File: src/rtl/uart_rx_frontend.sv
// UART receiver front end: 2-flop synchronizer, oversampling tick generator, frame FSM.
// Define UART_RX_PARITY_EN to add an even-parity bit between the data and stop bits.
module uart_rx_frontend #(
  parameter int unsigned N_BITS   = 8,
  parameter int unsigned N_TICKS  = 16,
  parameter int unsigned BAUD_DIV = 163
) (
  input  logic              i_clock,
  input  logic              i_reset,
  input  logic              i_rx,
  output logic [N_BITS-1:0] o_rx_data,
  output logic              o_rx_done,
  output logic              o_framing_error,
  output logic              o_parity_error
);

  localparam int unsigned DW = (BAUD_DIV > 1) ? $clog2(BAUD_DIV) : 1;
  localparam int unsigned TW = (N_TICKS > 1) ? $clog2(N_TICKS) : 1;
  localparam int unsigned BW = (N_BITS > 1) ? $clog2(N_BITS) : 1;

  localparam logic [DW-1:0] BAUD_LAST = DW'(BAUD_DIV - 1);
  localparam logic [TW-1:0] TICK_LAST = TW'(N_TICKS - 1);
  localparam logic [TW-1:0] TICK_MID  = TW'(N_TICKS / 2 - 1);
  localparam logic [BW-1:0] BIT_LAST  = BW'(N_BITS - 1);

  typedef enum logic [2:0] {
    S_IDLE,
    S_START,
    S_DATA,
`ifdef UART_RX_PARITY_EN
    S_PARITY,
`endif
    S_STOP
  } state_t;

  // Synchronizer and edge-detect history
  logic rx_meta_q, rx_s_q, rx_prev_q;

  always_ff @(posedge i_clock) begin
    if (!i_reset) begin
      rx_meta_q <= 1'b1;
      rx_s_q    <= 1'b1;
      rx_prev_q <= 1'b1;
    end else begin
      rx_meta_q <= i_rx;
      rx_s_q    <= rx_meta_q;
      rx_prev_q <= rx_s_q;
    end
  end

  // Free-running oversample tick
  logic [DW-1:0] baud_q, baud_d;
  logic          tick;

  always_comb begin
    tick   = (baud_q == BAUD_LAST);
    baud_d = tick ? '0 : baud_q + 1'b1;
  end

  always_ff @(posedge i_clock) begin
    if (!i_reset) baud_q <= '0;
    else          baud_q <= baud_d;
  end

  state_t            state_q, state_d;
  logic [TW-1:0]     tick_cnt_q, tick_cnt_d;
  logic [BW-1:0]     bit_cnt_q, bit_cnt_d;
  logic [N_BITS-1:0] shift_q, shift_d;
  logic [N_BITS-1:0] data_q, data_d;
  logic              done_q, done_d;
  logic              ferr_q, ferr_d;
`ifdef UART_RX_PARITY_EN
  logic              par_q, par_d;
  logic              perr_q, perr_d;
`endif

  always_comb begin
    state_d    = state_q;
    tick_cnt_d = tick_cnt_q;
    bit_cnt_d  = bit_cnt_q;
    shift_d    = shift_q;
    data_d     = data_q;
    done_d     = 1'b0;
    ferr_d     = 1'b0;
`ifdef UART_RX_PARITY_EN
    par_d      = par_q;
    perr_d     = 1'b0;
`endif
    unique case (state_q)
      S_IDLE: begin
        if (rx_prev_q && !rx_s_q) begin
          state_d    = S_START;
          tick_cnt_d = '0;
        end
      end
      S_START: begin
        if (tick) begin
          if (tick_cnt_q == TICK_MID) begin
            tick_cnt_d = '0;
            bit_cnt_d  = '0;
            state_d    = rx_s_q ? S_IDLE : S_DATA;
          end else begin
            tick_cnt_d = tick_cnt_q + 1'b1;
          end
        end
      end
      S_DATA: begin
        if (tick) begin
          if (tick_cnt_q == TICK_LAST) begin
            tick_cnt_d = '0;
            shift_d    = {rx_s_q, shift_q[N_BITS-1:1]};
            if (bit_cnt_q == BIT_LAST) begin
`ifdef UART_RX_PARITY_EN
              state_d = S_PARITY;
`else
              state_d = S_STOP;
`endif
            end else begin
              bit_cnt_d = bit_cnt_q + 1'b1;
            end
          end else begin
            tick_cnt_d = tick_cnt_q + 1'b1;
          end
        end
      end
`ifdef UART_RX_PARITY_EN
      S_PARITY: begin
        if (tick) begin
          if (tick_cnt_q == TICK_LAST) begin
            tick_cnt_d = '0;
            par_d      = rx_s_q;
            state_d    = S_STOP;
          end else begin
            tick_cnt_d = tick_cnt_q + 1'b1;
          end
        end
      end
`endif
      S_STOP: begin
        if (tick) begin
          if (tick_cnt_q == TICK_LAST) begin
            tick_cnt_d = '0;
            state_d    = S_IDLE;
            // A bad stop bit suppresses delivery and any parity report
            if (rx_s_q) begin
              data_d = shift_q;
              done_d = 1'b1;
`ifdef UART_RX_PARITY_EN
              perr_d = (par_q != ^shift_q);
`endif
            end else begin
              ferr_d = 1'b1;
            end
          end else begin
            tick_cnt_d = tick_cnt_q + 1'b1;
          end
        end
      end
      default: state_d = S_IDLE;
    endcase
  end

  always_ff @(posedge i_clock) begin
    if (!i_reset) begin
      state_q    <= S_IDLE;
      tick_cnt_q <= '0;
      bit_cnt_q  <= '0;
      shift_q    <= '0;
      data_q     <= '0;
      done_q     <= 1'b0;
      ferr_q     <= 1'b0;
`ifdef UART_RX_PARITY_EN
      par_q      <= 1'b0;
      perr_q     <= 1'b0;
`endif
    end else begin
      state_q    <= state_d;
      tick_cnt_q <= tick_cnt_d;
      bit_cnt_q  <= bit_cnt_d;
      shift_q    <= shift_d;
      data_q     <= data_d;
      done_q     <= done_d;
      ferr_q     <= ferr_d;
`ifdef UART_RX_PARITY_EN
      par_q      <= par_d;
      perr_q     <= perr_d;
`endif
    end
  end

  assign o_rx_data       = data_q;
  assign o_rx_done       = done_q;
  assign o_framing_error = ferr_q;
`ifdef UART_RX_PARITY_EN
  assign o_parity_error  = perr_q;
`else
  assign o_parity_error  = 1'b0;
`endif

endmodule

File: config.mk
export PLATFORM = sky130hd
export DESIGN_NAME = uart_rx_frontend
export DESIGN_NICKNAME = d
export VERILOG_FILES = /design/src/rtl/uart_rx_frontend.sv
export SDC_FILE = /design/constraint.sdc
export NUM_CORES = 1
export LEC_CHECK = 0
export CAP_MARGIN = 20
export CORE_AREA = 8 8 74 76
export CTS_CLUSTER_DIAMETER = 40
export CTS_CLUSTER_SIZE = 10
export DETAILED_ROUTE_END_ITERATION = 10
export DIE_AREA = 0 0 82 84
export PLACE_DENSITY = 0.6
export RECOVER_POWER = 50
export SYNTH_ARGS = -nofsm -noshare
export SYNTH_HDL_FRONTEND = slang
export SYNTH_SLANG_ARGS = --single-unit
File: constraint.sdc
create_clock -name i_clock -period 1.61 [get_ports i_clock]
set_clock_uncertainty 0.05 [all_clocks]
set_input_delay 0.322 -clock i_clock [delete_from_list [all_inputs] [get_ports i_clock]]
set_output_delay 0.322 -clock i_clock [all_outputs]
set_load 0.02 [all_outputs]
==> results.tsv, run 1 <==
stage	metric	value	unit
layout	fillers	417	
placement	hpwl dp	2.26	mm
floorplan	core area	4260	sq um
run_status	status	finished, final reports clean	
detailed_routing	initial drt markers	45	
synthesis	syn_area_per_cell	9.51	sq um
synthesis	top_reg_cell synth	dfxtp_1	
setup_path	Crit. End Element	flop	
setup_path	worst-path maximum fanout	6	
power	Pleak	0.000788	uW
detailed_routing	WL/cell	13.3	um
layout	layout cells sized above 1	19.7	%
setup_path	CP peak stage delay	0.51	ns
detailed_routing	DRT Pass-1 Iters	4	
synthesis	Unique masters post-synth	37	
detailed_routing	WL met3	112	um
layout	Multi-input gate area	895	sq um
timing	Final Setup Violations	0	
timing	final period utilization	96.8	%
timing	Slew Viols, Final	0	
detailed_routing	routed wl met2	1.58	mm
synthesis	sequential share of the synthesized area	46.0	%
synthesis	Synth area leader	dfxtp_1	
timing	RSZ-0062 raised after global routing	false	
global_route	initial antenna violation count	0	
detailed_routing	final wirelength	3.26	mm
synthesis	Synth async-reset ratio	0	%
cts	cts hold-fix bufs	0	
synthesis	Ys Warns	0	
timing	maximum clock frequency	641	MHz
synthesis	flops & latches, synth	38	
timing	Final Hold Viols	0	
global_route	largest net degree at the start of global routing	31	
floorplan	Site Rows	24	
floorplan	width of the die	82	um
detailed_routing	DR DRC count	0	
layout	Seq. cell area	766	sq um
synthesis	cell area after synthesis	1660	sq um
synthesis	most numerous cell in the Yosys netlist	dfxtp_1	
placement	dpl ws	-0.0695	ns
cts	TritonCTS Buffers	5	
setup_path	kind of critical path	flop to flop	
power	worst vdd ir	0.472	mV
placement	GP Congestion	0.779	
timing	worst setup margin	0.0508	ns
setup_path	slowest CP cell	or4_1	
setup_path	startpoint types	flop	
synthesis	number of synthesized flops with an enable pin	0	
cts	clock latency at the later pin of the worst-skew pair	0.28	ns
cts	Max clock buf depth	2	
power	Pwr Total	1670	uW
detailed_routing	wl on met1	1.53	mm
floorplan	Starting Density	38.8	%
detailed_routing	DR vias	1249	
timing	Setup Total Neg Slack	0	ns
cts	Sink Count	38	
cts	clk slew on worst S/H paths	0.07	ns
hold_path	hold path depth	1	
global_route	All-Layer GR Usage	10.2	%
floorplan	Die Ht	84	um
setup_path	Req. time, crit path	1.78	ns
setup_path	crit path DAT	1.73	ns
floorplan	# IOs	14	
hold_path	Hold Crit Class	flop to flop	
job	# Max-Cap Violations	0	
synthesis	synth top area cells	dfxtp_1 (46%), mux2i_1 (12%), nand2_1 (5.4%), nor2_1 (4.3%), ha_1 (3.8%)	
placement	count of port buffers added during placement	12	
placement	Placed Area	1870	sq um
global_route	vias in the first global route	1205	
detailed_routing	Via density	5.10	
timing	Final Critical Period	1.56	ns
cts	root buffer cell	clkbuf_8	
cts	CTS tree	built	
setup_path	CP Cell Sequence	inv_2, ha_4, and4bb_4, nand3_4, or4_1, nand3_1	
cts	H-tree Lvls	2	
setup_path	reg2reg path depth	6	
detailed_routing	DR top layer	met4	
layout	Final #Nets	202	
synthesis	synthesized netlist cell count	174	
floorplan	die area	6890	sq um
global_route	global-route wire length before repair	5.56	mm
synthesis	syn_nets	182	
setup_path	register-to-register setup slack	0.05	ns
layout	synthesis-to-finish area growth	19.7	%
synthesis	top cell type's share of synthesized area	46.0	%
global_route	total gr overflow	0	
synthesis	Commonest cells post-synth	dfxtp_1 (38), nand2_1 (24), mux2i_1 (20)	
power	P per Cell Area	841	nW/um^2
layout	ant diodes	0	
layout	design area	1980	sq um
detailed_routing	antenna-violating nets left	0	
-- layout make-up --
type	instances	share of cell area, %
timing repair buffer	21	7.96
clock buffer	6	4.17
multi-input combinational	124	45.2
sequential	38	38.7
tap	52	3.28
inverter	4	0.758
-- flip-flops by register name, summed over array words and instances (netlist names) --
signal	cells
shift_q	8
rx_prev_q	1
rx_s_q	1
state_q	2
bit_cnt_q	3
tick_cnt_q	4
rx_meta_q	1
o_rx_data	8
o_rx_done	1
o_framing_error	1
baud_q	8
-- worst paths after layout --
path	to	start
worst max-delay path	tick_cnt_q[3]$_SDFFE_PN0P_	baud_q[0]$_SDFF_PP0_
worst min-delay path	rx_s_q$_SDFF_PN1_	rx_meta_q$_SDFF_PN1_
worst min register to register	rx_s_q$_SDFF_PN1_	rx_meta_q$_SDFF_PN1_
worst max register to register	tick_cnt_q[3]$_SDFFE_PN0P_	baud_q[0]$_SDFF_PP0_
-- through the flow --
step,utilization (%),instances,hold slack [ns]
2_1_floorplan,-,174,0.336
3_3_place_gp,43.8,237,0.343
3_5_place_dp,43.8,237,0.349
4_1_cts,46.0,243,0.370
5_1_grt,46.4,245,0.397
6_report,46.4,245,0.365
-- placed cells by master (no fill, tap or decap), drive strengths merged --
master,n
o41ai,1
clkdlybuf4s50,1
nand3b,1
nor3b,2
or3,2
xor2,4
xnor2,2
and3,3
or2,3
ha,5
and4bb,1
conb,1
o221ai,1
o21ai,1
nand4,2
nand3,12
and4,3
or3b,1
nor3,1
nand2,25
nand2b,4
inv,4
nor2,19
clkbuf,12
dfxtp,38
o2111ai,3
a21oi,3
buf,9
dlygate4sd2,4
nor2b,1
mux2i,20
a311oi,1
dlygate4sd3,1
and2,1
or4,1
-- routing by layer --
layer / up-vias / GRT usage (%)
li1: 636 / -
met1: 590 / 12.3
met2: 17 / 15.7
met3: 6 / 3.99
met4: 0 / 3.83
met5: - / 0
-- report_power, final --
group / leakage [uW] / total [uW] / internal [uW] / switching (uW)
registers: 0.000309 / 962 / 952 / 10.8
logic: 0.000436 / 78.9 / 33.0 / 45.9
clock network: 0.0000431 / 625 / 330 / 295
total: 0.000788 / 1670 / 1310 / 352
-- critical path, delay by kind of cell (launching register included) --
kind	cells	cell delay, ns
and+or+nand+nor	4	0.97
DFF	1	0.32
adders and majority gates	1	0.11
buffers and inverters	1	0.06
-- repair_timing --
item,in CTS,in global routing
buffers inserted,0,2
pin swaps,0,6
gates resized for setup,8,20
setup endpoints to repair,18,36
gates cloned,0,0
-- logic make-up (layout without fill, tap and decap cells) --
logic type / count (synthesis) / count (layout) / share of synthesized area [%]
muxes: 20 / 20 / 12.1
buffers and inverters: 12 / 31 / 3.25
and+or+nand+nor: 82 / 82 / 26.8
AOI/OAI and AO/OA: 10 / 10 / 4.76
other: 1 / 1 / 0.227
adders and majority gates: 5 / 5 / 3.78
DFF: 38 / 38 / 46.0
xor gates and xnor gates: 6 / 6 / 3.17
Note: power is estimated with default switching activity, not from simulation.
==> run 2, diff against run 1 <==
- GPL_ROUTABILITY_DRIVEN: unset -> 0
==> results of run 2 <==
The final DEF is identical to that of run 1; final timing and power are the same.
==> run 3, diff against run 2 <==
- MAX_ROUTING_LAYER: unset -> met4
- PLACE_DENSITY: 0.6 -> 0.58
- clock period: 1.61 -> 1.77 ns (I/O delays scaled with it)
==> run 3 against run 2 <==
  * Sequential power down 9.0%
  * Routed wire length down 2.4%
  * Register-to-register slack better by 0.06 ns
  * Critical path type is now flop to output port
  * Core utilization down 0.67 points
  * Setup slack better by 0.053 ns
  * Die area unchanged
  * First-iteration DRC count up 130%
  * Global-route usage about the same
  * Sequential cell count unchanged
  * Worst hold slack worse by 0.0041 ns
==> results.tsv, run 3 (synthesis gave the netlist of run 1 again) <==
stage	metric	value	unit
run_status	status	finished, final reports clean	
power	worst vdd ir	0.457	mV
timing	maximum clock frequency	600	MHz
floorplan	# IOs	14	
layout	Multi-input gate area	846	sq um
floorplan	Starting Density	38.8	%
layout	synthesis-to-finish area growth	17.9	%
hold_path	Hold EP	rx_s_q$_SDFF_PN1_	
placement	hpwl dp	2.26	mm
setup_path	reg2reg end	bit_cnt_q[0]$_SDFFE_PN0P_	
setup_path	kind of critical path	flop to output port	
placement	count of port buffers added during placement	12	
layout	fillers	410	
floorplan	Site Rows	24	
floorplan	core area	4260	sq um
setup_path	startpoint types	flop	
setup_path	critical path's top delay family	buffers and inverters	
timing	final period utilization	94.2	%
layout	layout cells sized above 1	10.6	%
detailed_routing	DR DRC count	0	
global_route	All-Layer GR Usage	10.2	%
timing	Final Hold Viols	0	
layout	Seq. cell area	761	sq um
cts	Sink Count	38	
setup_path	Req. time, crit path	1.37	ns
setup_path	CP Cell Sequence	dlygate4sd3_1	
detailed_routing	final wirelength	3.19	mm
detailed_routing	antenna-violating nets left	0	
cts	H-tree Lvls	2	
power	P per Cell Area	826	nW/um^2
cts	Max clock buf depth	2	
cts	CTS tree	built	
power	share of power burned in registers	54.3	%
layout	most frequent cells in the layout	dfxtp_1 (38), nand2_1 (24), mux2i_1 (20), nor2_1 (19), nand3_1 (11)	
layout	most common cell after layout, fill and taps aside	dfxtp_1	
setup_path	Crit Reg-Reg Startpoint	baud_q[0]$_SDFF_PP0_	
timing	Setup Total Neg Slack	0	ns
power	internal power	1280	uW
floorplan	width of the die	82	um
power	Comb power frac	3.3	%
floorplan	Die Ht	84	um
global_route	initial antenna violation count	0	
setup_path	crit path DAT	1.26	ns
job	# Max-Cap Violations	0	
setup_path	register-to-register setup slack	0.11	ns
global_route	largest net degree at the start of global routing	31	
detailed_routing	initial drt markers	105	
timing	Final Critical Period	1.67	ns
floorplan	die area	6890	sq um
setup_path	CP peak stage delay	0.67	ns
global_route	vias in the first global route	1186	
detailed_routing	DR vias	1259	
setup_path	worst-path maximum fanout	1	
cts	root buffer cell	clkbuf_8	
global_route	global-route wire length before repair	5.36	mm
detailed_routing	DRT Pass-1 Iters	5	
global_route	total gr overflow	0	
cts	cts hold-fix bufs	0	
detailed_routing	Via density	5.22	
setup_path	reg2reg path depth	6	
cts	clk slew on worst S/H paths	0.07	ns
layout	Final #Nets	196	
timing	Final Setup Violations	0	
hold_path	HP Start	rx_meta_q$_SDFF_PN1_	
power	NetSw	335	uW
power	Pleak	0.000769	uW
power	switching part of the total	20.8	%
detailed_routing	WL/cell	13.2	um
power	clock share of power	42.4	%
cts	clock latency at the later pin of the worst-skew pair	0.29	ns
layout	final core utilization	45.8	%
layout	ant diodes	0	
hold_path	Hold Crit Class	flop to flop	
timing	Slew Viols, Final	0	
hold_path	hold path depth	1	
setup_path	Crit. End Element	output port	
cts	TritonCTS Buffers	5	
setup_path	CP bufs+invs	1	
setup_path	slowest CP cell	dlygate4sd3_1	
[run 3: metrics by stage]
stage / hold WS [ns] / worst slack [ns] / total power, uW / std cells / instance area [sq um]
2_1_floorplan: 0.336 / 0.250 / 934 / 174 / 1660
6_report: 0.361 / 0.103 / 1610 / 241 / 1950
4_1_cts: 0.366 / 0.102 / 1640 / 241 / 1950
3_3_place_gp: 0.346 / 0.125 / 947 / 233 / 1840
5_1_grt: 0.395 / -0.00412 / 1690 / 241 / 1950
3_5_place_dp: 0.349 / 0.0453 / 950 / 233 / 1840
[run 3: worst max-delay path by stage]
stage                          startpoint                    endpoint  slack (ns)  depth (start not counted)
2_1_floorplan        baud_q[0]$_SDFF_PP0_  tick_cnt_q[3]$_SDFFE_PN0P_        0.25                          6
3_3_place_gp                      i_reset        baud_q[6]$_SDFF_PP0_        0.12                          4
3_5_place_dp                      i_reset        baud_q[4]$_SDFF_PP0_        0.05                          4
4_1_cts        tick_cnt_q[0]$_SDFFE_PN0P_   o_rx_data[3]$_SDFFE_PN0P_        0.10                          5
5_1_grt              baud_q[0]$_SDFF_PP0_   bit_cnt_q[1]$_SDFFE_PN0P_      -0.004                          6
6_report             o_rx_done$_SDFF_PN0_                   o_rx_done        0.10                          1
[run 3: routing by layer]
layer	part of all wire [%]	track usage [%]	vias to the layer above
met4	1.3	5.91	0
li1	-	-	627
met3	4.8	3.34	5
met2	49	15.1	33
met1	45	11.5	594
met5	0	-	-
[run 3: worst reg2reg max path, delay by kind of cell (launching register included)]
| family | cells | cell delay [ns] |
|---|---|---|
| flops | 1 | 0.33 |
| buf+inv | 1 | 0.06 |
| simple gates | 2 | 0.51 |
| compound gates | 1 | 0.25 |
| fa+ha+maj | 1 | 0.14 |
| mux | 1 | 0.18 |
[run 3: layout make-up]
cell class / count / share of cell area (%)
Clock buffer: 8 / 5.64
Multi-Input combinational cell: 124 / 43.3
Tap cell: 52 / 3.33
Timing Repair Buffer: 15 / 7.95
Inverter: 4 / 0.769
Sequential cell: 38 / 39.0
[run 3: power groups by stage]
stage | logic, uW | clock network, uW | registers (uW)
after global routing | 60.8 | 750 | 877
after floorplan | 43.0 | 0 | 891
final | 53.6 | 683 | 875
after global placement | 53.6 | 0 | 894
after CTS | 55.9 | 714 | 874
after detailed placement | 55.7 | 0 | 895
[run 3: what timing repair did]
action / CTS / global route
buffers inserted: 0 / 0
setup endpoints to repair: 0 / 12
resized for setup: 0 / 2
